## config.mk

```make
export PLATFORM = sky130hd
export DESIGN_NAME = dmem_arbiter
export DESIGN_NICKNAME = d
export VERILOG_FILES = /design/src/rtl/dmem_arbiter.sv
export SDC_FILE = /design/constraint.sdc
export NUM_CORES = 1
export LEC_CHECK = 0
export CORE_AREA = 2 2 97 99
export DETAILED_ROUTE_END_ITERATION = 10
export DIE_AREA = 0 0 99 101
export PLACE_DENSITY = 0.75
export SETUP_SLACK_MARGIN = 0.4
export SYNTH_ARGS = -nofsm -noshare
export SYNTH_HDL_FRONTEND = slang
export SYNTH_SLANG_ARGS = --single-unit
```

## constraint.sdc

```tcl
create_clock -name clk -period 1.75 [get_ports clk]
set_clock_uncertainty 0.05 [all_clocks]
set_input_delay 0.35 -clock clk [delete_from_list [all_inputs] [get_ports clk]]
set_output_delay 0.35 -clock clk [all_outputs]
set_load 0.1 [all_outputs]
```

## src/rtl/dmem_arbiter.sv

```systemverilog
// dmem_arbiter: shares the single-port synchronous data memory between the CPU
// MEM stage and the image coprocessor. The CPU is normally favoured. A coprocessor
// that has waited COP_STARVE_MAX cycles gets a priority window of up to
// COP_BURST_MAX grants.
// Optional build macro DMEM_ARB_STATS_EN adds the saturating wait/stall counters
// stat_cop_wait and stat_cpu_stall.
module dmem_arbiter #(
   parameter int ADDR_W         = 14,
   parameter int DATA_W         = 32,
   parameter int COP_STARVE_MAX = 8,
   parameter int COP_BURST_MAX  = 4
) (
   input  logic              clk,
   input  logic              rst,
   input  logic              cpu_req,
   input  logic              cpu_we,
   input  logic [ADDR_W-1:0] cpu_addr,
   input  logic [DATA_W-1:0] cpu_wdata,
   output logic              cpu_stall,
   output logic [DATA_W-1:0] cpu_rdata,
   output logic              cpu_rvalid,
   input  logic              cop_req,
   input  logic              cop_we,
   input  logic [ADDR_W-1:0] cop_addr,
   input  logic [DATA_W-1:0] cop_wdata,
   output logic              cop_gnt,
   output logic [DATA_W-1:0] cop_rdata,
   output logic              cop_rvalid,
   output logic              mem_en,
   output logic              mem_we,
   output logic [ADDR_W-1:0] mem_addr,
   output logic [DATA_W-1:0] mem_wdata,
   input  logic [DATA_W-1:0] mem_rdata
`ifdef DMEM_ARB_STATS_EN
   ,
   output logic [15:0]       stat_cop_wait,
   output logic [15:0]       stat_cpu_stall
`endif
);

   localparam int SW = $clog2(COP_STARVE_MAX + 1);
   localparam int BW = $clog2(COP_BURST_MAX + 1);
   localparam logic [SW-1:0] STARVE_MAX_C = SW'(COP_STARVE_MAX);
   localparam logic [BW-1:0] BURST_MAX_C  = BW'(COP_BURST_MAX);

   typedef enum logic {CPU_PRI = 1'b0, COP_PRI = 1'b1} state_t;

   state_t          state_q, state_d;
   logic [SW-1:0]   starve_cnt_q, starve_cnt_d;
   logic [BW-1:0]   burst_cnt_q, burst_cnt_d;
   logic            rd_cpu_q, rd_cpu_d;
   logic            rd_cop_q, rd_cop_d;
   logic            cpu_gnt;

   // Same-cycle grant: the side holding priority wins any collision.
   always_comb begin
      cpu_gnt = 1'b0;
      cop_gnt = 1'b0;
      if (state_q == COP_PRI) begin
         cop_gnt = cop_req;
         cpu_gnt = cpu_req & ~cop_req;
      end else begin
         cpu_gnt = cpu_req;
         cop_gnt = cop_req & ~cpu_req;
      end
   end

   // Memory port mux; all-zero when idle so the port is quiet.
   always_comb begin
      mem_en    = cpu_gnt | cop_gnt;
      mem_we    = 1'b0;
      mem_addr  = '0;
      mem_wdata = '0;
      if (cpu_gnt) begin
         mem_we    = cpu_we;
         mem_addr  = cpu_addr;
         mem_wdata = cpu_wdata;
      end else if (cop_gnt) begin
         mem_we    = cop_we;
         mem_addr  = cop_addr;
         mem_wdata = cop_wdata;
      end
   end

   assign cpu_stall  = cpu_req & ~cpu_gnt;
   assign cpu_rvalid = rd_cpu_q;
   assign cop_rvalid = rd_cop_q;
   assign cpu_rdata  = mem_rdata;
   assign cop_rdata  = mem_rdata;

   // Priority FSM, starvation/burst counters and read-return tags.
   always_comb begin
      state_d      = state_q;
      starve_cnt_d = starve_cnt_q;
      burst_cnt_d  = burst_cnt_q;
      rd_cpu_d     = cpu_gnt & ~cpu_we;
      rd_cop_d     = cop_gnt & ~cop_we;
      case (state_q)
         CPU_PRI: begin
            burst_cnt_d = '0;
            if (cop_req && !cop_gnt) begin
               if (starve_cnt_q != STARVE_MAX_C)
                  starve_cnt_d = starve_cnt_q + SW'(1);
            end else begin
               starve_cnt_d = '0;
            end
            if (starve_cnt_d == STARVE_MAX_C)
               state_d = COP_PRI;
         end
         COP_PRI: begin
            if (!cop_req) begin
               state_d      = CPU_PRI;
               starve_cnt_d = '0;
               burst_cnt_d  = '0;
            end else if (cop_gnt) begin
               if (burst_cnt_q + BW'(1) == BURST_MAX_C) begin
                  state_d      = CPU_PRI;
                  starve_cnt_d = '0;
                  burst_cnt_d  = '0;
               end else begin
                  burst_cnt_d = burst_cnt_q + BW'(1);
               end
            end
         end
         default: begin
            state_d      = CPU_PRI;
            starve_cnt_d = '0;
            burst_cnt_d  = '0;
         end
      endcase
   end

   // State register; reset drops any in-flight read tag.
   always_ff @(posedge clk or posedge rst) begin
      if (rst) begin
         state_q      <= CPU_PRI;
         starve_cnt_q <= '0;
         burst_cnt_q  <= '0;
         rd_cpu_q     <= 1'b0;
         rd_cop_q     <= 1'b0;
      end else begin
         state_q      <= state_d;
         starve_cnt_q <= starve_cnt_d;
         burst_cnt_q  <= burst_cnt_d;
         rd_cpu_q     <= rd_cpu_d;
         rd_cop_q     <= rd_cop_d;
      end
   end

`ifdef DMEM_ARB_STATS_EN
   logic [15:0] stat_cop_wait_q, stat_cop_wait_d;
   logic [15:0] stat_cpu_stall_q, stat_cpu_stall_d;

   // Saturating event counters for coprocessor wait and CPU stall cycles.
   always_comb begin
      stat_cop_wait_d  = stat_cop_wait_q;
      stat_cpu_stall_d = stat_cpu_stall_q;
      if (cop_req && !cop_gnt && stat_cop_wait_q != 16'hFFFF)
         stat_cop_wait_d = stat_cop_wait_q + 16'd1;
      if (cpu_stall && stat_cpu_stall_q != 16'hFFFF)
         stat_cpu_stall_d = stat_cpu_stall_q + 16'd1;
   end

   // Statistics registers.
   always_ff @(posedge clk or posedge rst) begin
      if (rst) begin
         stat_cop_wait_q  <= '0;
         stat_cpu_stall_q <= '0;
      end else begin
         stat_cop_wait_q  <= stat_cop_wait_d;
         stat_cpu_stall_q <= stat_cpu_stall_d;
      end
   end

   assign stat_cop_wait  = stat_cop_wait_q;
   assign stat_cpu_stall = stat_cpu_stall_q;
`endif

endmodule

```

==> results of run 1 <==
==> worst paths after layout <==
check                                 from              end  slack (ps)  cells after the start
max                                state_q     mem_wdata[7]        -170                      6
min                                    rst   burst_cnt_q[0]         340                      2
min in group clk                   cop_req   burst_cnt_q[0]         480                      4
max in group asynchronous              rst  starve_cnt_q[1]        1020                      2
min reg2reg                starve_cnt_q[3]  starve_cnt_q[3]         530                      1
max reg2reg                starve_cnt_q[0]          state_q          80                      6
==> logic make-up (layout without fill, tap and decap cells) <==
family	count (synthesis)	in the layout	share of synthesized area, %
DFF	10	10	16.58
AOI/OAI and AO/OA	60	60	33.83
adders and majority gates	4	4	3.317
xor gates and xnor gates	2	2	1.161
and+or+nand+nor	18	18	6.634
buffers and inverters	80	183	38.47
==> timing repair <==
action,4_1_cts,5_1_grt
endpoints found under the setup margin,58,56
gates cloned,4,0
buffers inserted,5,6
pin swaps,6,11
resized for setup,24,18
==> where the power goes <==
group | total, W | switching, W | internal [W]
clock network | 0.000233 | 0.0000831 | 0.000150
registers | 0.000243 | 0.00000635 | 0.000237
logic | 0.00166 | 0.000916 | 0.000745
==> state kept, by name (all words and copies together), names as in the netlist <==
name,cells
state_q,1
cop_rvalid,1
cpu_rvalid,1
starve_cnt_q,4
burst_cnt_q,3
==> critical path, stage by stage, from the launching register on <==
cell and delay (ps):
dfrtp_1 400, inv_2 90, a21boi_4 60, buf_6 140, buf_12 140, a22o_4 270, buf_12 160
==> layer usage <==
metal / up-vias / part of all wire, %
li1: 771 / -
met2: 135 / 57
met5: - / 0
met3: 12 / 9.5
met4: 0 / 1.3
met1: 753 / 32
==> cells in the mapped netlist <==
master | count | share of area (%)
buf_4 | 65 | 32
a21boi_2 | 1 | 0.75
nor3_1 | 1 | 0.33
nor3b_1 | 1 | 0.50
inv_2 | 1 | 0.25
buf_6 | 4 | 3.0
or2_2 | 1 | 0.41
nand2_1 | 3 | 0.75
nand3_1 | 1 | 0.33
and2_1 | 1 | 0.41
and3_1 | 1 | 0.41
xor2_1 | 2 | 1.2
a21oi_1 | 2 | 0.66
nand3b_1 | 1 | 0.50
buf_2 | 5 | 1.7
and2_4 | 1 | 0.58
a211o_1 | 1 | 0.58
o22ai_1 | 1 | 0.41
dfrtp_1 | 10 | 17
a22o_1 | 47 | 27
nor2_1 | 3 | 0.75
nand2_2 | 1 | 0.41
o41ai_2 | 1 | 1.1
o31ai_1 | 3 | 1.5
nor2b_1 | 3 | 1.2
o21ai_1 | 3 | 0.99
ha_1 | 4 | 3.3
inv_1 | 5 | 1.2
a21oi_2 | 1 | 0.58
==> through the flow <==
stage                     total power (W)  setup WS, ps
after detailed placement         0.001855        -491.7
after global routing             0.002204        -217.9
after CTS                        0.002144        -175.1
after floorplan                  0.001853         108.6
final                            0.002138        -167.4
after global placement           0.001846        -444.4
==> cell type report <==
cell class                      count  area [um2]  area share (%)
Timing Repair Buffer              174        2352           58.64
Multi-Input combinational cell     84        1201           29.94
Sequential cell                    10       252.7           6.301
Tap cell                          111       138.9           3.462
Clock buffer                        3       41.29           1.029
Inverter                            6       25.02          0.6238
==> results by stage, run 1 <==
Run status:
- The run finished, with violations left.
- The checks that failed: negative setup slack.

Synth:
- The cell count after synthesis came out at ~170.
- Synthesis produced a netlist with a net count of between 300 and 400.
- Summing the sequential cell areas from Yosys gives between 15 and 20% of the chip area.
- The cell area that synthesis handed to floorplanning was 1509 um2.
- The synthesized design contains 10 register bits.
- The number of different library cells used by synthesis comes to 29.
- The yosys synthesis warning count is 0.
- The per-instance average area after synthesis is slightly below 9 um2.

Drt:
- The number of nets with antenna violations after routing is 0.
- Dividing the detail-routed via count by the number of cells gives around 4.3.
- The first detailed-routing pass took 4 iterations.
- The detailed-route wire length is around 7100 um.
- Across all layers, the routed design uses 1671 vias.
- The detailed-route DRC error count is 0.
- In this run, the number of DRC markers left after iteration 0 of detailed routing was 37.
- In the final routed layout, each cell accounts on average for 18.36 um.

Clock network:
- The TritonCTS clock tree is yes.
- The later pin in the worst-skew pair is clocked with a latency of approximately 230 ps.
- The maximum level of the CTS H-tree is 1.
- The root buffer cell chosen for the clock tree is clkbuf_8.
- The clock passes through at most 2 buffers.
- The clock buffer count from CTS is 3.
- The number of sinks driven by the clock tree is 10.
- Hold repair after CTS inserted 0 buffers.
- Clock-pin slew was measured on the worst setup and hold paths at 50 ps.

Placement:
- The instance area after placement is 3662 um2.
- Summed over all nets, the half-perimeter wirelength after detailed placement is 5469 um.
- The number of placed instances, taps included, is 370.
- Port buffering added around 150 buffers.
- The last weighted congestion value of the routability-driven placer is 0.7517.

Worst setup path:
- Along the worst path, the maximum fanout reaches 9.
- STA classifies the critical path startpoint as a flop.
- Data on the critical path arrives at its endpoint at around 1500 ps.
- The critical path in this run is classified as reg2out.
- For the worst setup path, the data required time is 1350 ps.
- STA classifies the critical path endpoint as an output pin.

Hold path:
- The path class of the tightest hold or removal check is in2async.

Floorplanning:
- The die covers 9999 um2.
- After floorplanning, the core was divided into 35 placement rows.
- The boundary pin count is 246.
- The core area is ~9000 um2.
- The die width is 99 um.
- The starting utilization of the core area is between 10% and 20%.
- From bottom edge to top edge, the die measures 101 um.

Global route:
- The via count of the first global-routing pass is around 1800.
- The first global-routing pass estimated 10070 um of wire.
- The layer flagged by global routing as most heavily used is met2.
- The initial antenna violation count is 0.
- The global routing usage on met1 is 13.15%.
- Entering global routing, the biggest net connects 25 pins.
- Global routing used 3.467% of the available met3 tracks.
- The total congestion overflow after global routing is 0.
- Global routing used about an eighth of the available tracks across all layers.
- The global routing usage on met2 is approximately 26%.

Cells and area:
- The repair_antennas step left the layout with diodes totalling 0.
- The synthesis-to-finish area growth is 165.8%.
- Leaving out fill and tap cells, the most frequent cell in the layout is clkdlybuf4s50_1.
- Fill cells in the final layout number 797.
- The finished layout holds 388 standard cells, fillers aside.
- Measured on the finished design, the core utilization comes to 44.68%.
- Leaving out fill and tap cells, the most frequent cells in the layout are 95 x clkdlybuf4s50_1, 56 x buf_12, 47 x a22o_4.
- The total non-filler cell area in the finished layout is 4011 um2.
- The share of post-route cells with drive strength above 1 is 55.60%.
- The number of nets at the end of the flow is 413.

STA:
- On the final layout, the worst hold slack is approximately 340 ps.
- Setup violations remaining at the end of the flow were counted as 48.
- The transition time of the tightest slew-check pin is about 370 ps.
- The final critical delay including setup and external delays is 1917 ps.
- The smallest setup slack after layout is -167.4 ps.
- Setup repair after global routing could not meet its margin everywhere.
- Based on the critical path, the design can be clocked at up to between 500 and 600 MHz.
- Summed over all failing endpoints, the final setup total negative slack is -7488 ps.
- Dividing the final minimum period by the clock period gives 109.6%.
- The final count of pins violating max slew came to 0.
- The final-report hold violation count is 0.
- The worst slew slack as a fraction of its limit is 75.53%.

Run:
- Max-cap violations in this run came to 0.

Power:
- The peak supply drop is 0.0003253 V.
- Dividing total power by cell area gives a power density of approximately 530 nW/um2.
- The reported leakage power is 1.721 nW.
Note: power is estimated with default switching activity, not from simulation.
==> run 2: changes to the inputs <==
Settings changed: SLEW_MARGIN set to 20.
==> results of run 2 <==
No change in the layout: final DEF, timing and power equal those of run 1.
==> run 3: changes to the inputs <==
Settings changed: CORE_AREA 2 2 97 99 to 2 2 95 97, CTS_CLUSTER_SIZE set to 40, DIE_AREA 0 0 99 101 to 0 0 97 99, PLACE_DENSITY 0.75 to 0.77, SLEW_MARGIN 20 to 5.
Clock period 1.75 ns to 2.35 ns, I/O delays scaled along.
==> results by stage, run 3 (synthesis results as in run 1) <==
Clock network:
- The maximum level of the CTS H-tree is 1 (unchanged).
- The maximum clock path buffer count is 2 (unchanged).
- The clock buffer count from CTS is 3 (unchanged).
- The clock transition time at the flip-flop clock pins of the worst setup and hold paths is 40 ps (about the same).
- The post-cts hold buffer count is 0 (unchanged).
- TritonCTS built the clock tree.
- The root buffer cell is clkbuf_8.
- The source-to-sink clock delay at the later pin of the worst-skew pair is 240 ps (about the same).
- The number of sinks driven by the clock tree is 10 (unchanged).

Global route:
- The pin count of the biggest net entering global routing is 11 (-56%).
- The wire length of the first global-routing pass is 12330 um (+22%).
- The initial antenna violation count is 0 (unchanged).
- The total routing resource utilization after global routing is 16.65% (+3.7 points).
- The via count of the first global-routing pass came to 1988 (+8.5%).
- The global routing usage on met1 is 18.96% (+5.8 points).
- The global routing usage on met2 is 31.41% (+5.4 points).
- The routing usage on met3 was 4.043% (+0.58 points).
- The total congestion overflow after global routing came to 0 (unchanged).
- The most utilized layer in the global route result is met2.

STA:
- The final-report hold violation count came to 0 (unchanged).
- The worst slew slack as a fraction of its limit is 74.54% (-0.99 points).
- The final critical delay including setup and external delays is 2113 ps.
- The part of the cycle the worst path needs is 89.93%.
- The transition time of the tightest slew-check pin came to 381.5 ps (+14.85 ps).
- The final count of pins violating max slew is 0 (unchanged).
- The smallest setup slack after layout was 236.6 ps (+404.0 ps).
- The achievable clock frequency is ~470 MHz.
- The number of failing setup endpoints in the final timing report is 0 (-100%).
- Setup repair after global routing could not meet its margin everywhere.

Placement:
- The estimated wirelength of the detail-placed design is 5230 um (-4.4%).
- The count of buffers from port buffering came to 149 (unchanged).
- The pre-CTS setup slack came to -229.4 ps (+262.3 ps).
- The last weighted congestion value of the routability-driven placer is 0.8471 (+13%).
- The total instance count after detailed placement was 361 (-2.4%).

Drt:
- The average routed wire per standard cell came to 21.78 um (+19%).
- The number of nets with antenna violations after routing is 0 (unchanged).
- The number of violations reported at the end of detailed-routing iteration 0 is 31 (-16%).
- The number of detailed-routing iterations run before antenna repair is 4 (unchanged).
- The detailed-route wire length is 8387 um (+18%).
- The total number of vias is 1743 (+4.3%).
- The detailed-route DRC error count is 0 (unchanged).
- The via density per instance was 4.527 (+5.1%).

Run status:
- The flow ran to the end, and the final reports show no timing, DRC or antenna violations.

Cells and area:
- The filler-free cell count of the finished design is 385 (-0.77%).
- The library cell used most frequently in the layout, excluding fill and tap cells, is clkdlybuf4s50_1.
- In the final layout, the registers with the most flip-flops are starve_cnt_q (4), burst_cnt_q (3).
- In the layout the commonest cells are 95 x clkdlybuf4s50_1, 58 x buf_12, 47 x a22o_4.
- The multi-input gate area in the final layout is 1155 um2 (-3.9%).
- Relative to the synthesized area, the layout overhead comes to 162.3%.
- The register with the most flip-flops in the final layout is starve_cnt_q.
- The fraction of the core area covered by cells at the end of the flow is 46.28% (+1.6 points).
- The count of fill cells added during filler insertion is 747 (-6.3%).
- The number of nets at the end of the flow was 413 (unchanged).
- The antenna diode count is 0 (unchanged).
- The flip-flop count of the largest register after layout was 4 (unchanged).
- The footprint of the flip-flops and latches came to 250.2 um2 (-0.99%).
- The share of post-route cells with drive strength above 1 is 49.10% (-6.5 points).

Run:
- The reported max-cap violation count is 0 (unchanged).

Worst setup path:
- The signal on the critical path passes through buf_8 > buf_6 > a21boi_4 > buf_12 > buf_12 > buf_12 > a22o_4 > buf_12.
- The worst path required time came to 1830 ps (+480 ps).
- The depth of the most critical reg-to-reg path is 6 (unchanged).
- STA classifies the critical path startpoint as a primary input.
- The largest fanout on the critical path is 10 (+1).
- The arrival time of the worst setup path is 1590 ps (+70 ps).
- STA classifies the critical path endpoint as an output pin.
- The critical path's most frequent cell is buf_12.
- The slowest stage cell on the critical path is a21boi_4.
- By startpoint and endpoint, the worst setup path is classified as in2out.
- The biggest cell delay along the critical path was 170 ps (-230 ps).

Floorplanning:
- The core area is 8551 um2 (-4.8%).
- The total die area was 9603 um2 (-4.0%).
- The chip height is 99 um (-2.0%).
- The starting utilization of the core area is 17.65% (+0.84 points).
- The die width was 97 um (-2.0%).
- The cell row count came to 34 (-2.9%).
- The boundary pin count is 246 (unchanged).

Hold path:
- The tightest min-delay check is of the reg2reg type.
- Counting instances, the worst hold path has a depth of 1.

Power:
- The overall power is 0.001621 W (-24%).
- The peak supply drop is 0.0002339 V (-28%).
- The total power per unit cell area is 409.6 nW/um2 (-23%).
- The reported leakage power is 1.742 nW (+1.2%).
==> run 3: cell count changes in the layout (fill, tap and decap cells not counted), sizes merged <==
cell and change:
buf -6, and2 +6
==> run 3: area by class of cell <==
type / count / share of cell area (%)
multi-input cells: 90 / 29.18
inverters: 6 / 0.5691
repair buffers: 168 / 59.47
clock buffers: 3 / 1.043
well taps: 108 / 3.414
flip-flops and latches: 10 / 6.323
==> run 3: critical path, delay by kind of cell <==
family / cells / cell delay [ps]
buffers and inverters: 6 / 790
AOI/OAI and AO/OA: 2 / 330
==> run 3: metal layers <==
layer	vias up	wire length, um
met5	-	0
met4	0	88
met3	8	662
met2	136	4556
met1	814	3080
li1	785	-
==> run 3: worst paths after layout <==
path,startpoint,end,slack (ps)
max reg2reg,starve_cnt_q[0],state_q,760
max,cpu_req,mem_wdata[18],240
min in group asynchronous,rst,starve_cnt_q[0],450
min,burst_cnt_q[0],burst_cnt_q[0],410
max in group asynchronous,rst,burst_cnt_q[0],1520
min reg2reg,burst_cnt_q[0],burst_cnt_q[0],410
==> run 3: where the power goes <==
part	leakage [nW]	switching, W	internal, W
clock network	0.0216	0.0000650	0.000112
logic	1.58	0.000699	0.000566
registers	0.137	0.00000268	0.000176
total	1.74	0.000767	0.000854
==> run 3: repair_timing <==
item                                    4_1_cts  5_1_grt
endpoints found under the hold margin         0        0
pin swaps                                    43        6
resized for setup                            68        1
gates cloned                                 12        0
setup buffers                                 9        0
endpoints found under the setup margin       50       48
==> run 3: stage by stage <==
step	instance area, um2	hold slack [ps]	TNS, ps
after global routing	3958	440.8	0
after floorplan	1615	260.2	0
after CTS	3956	412.7	0
after global placement	3227	395.8	-7565
after detailed placement	3227	406.2	-9292
final	3958	411.6	0
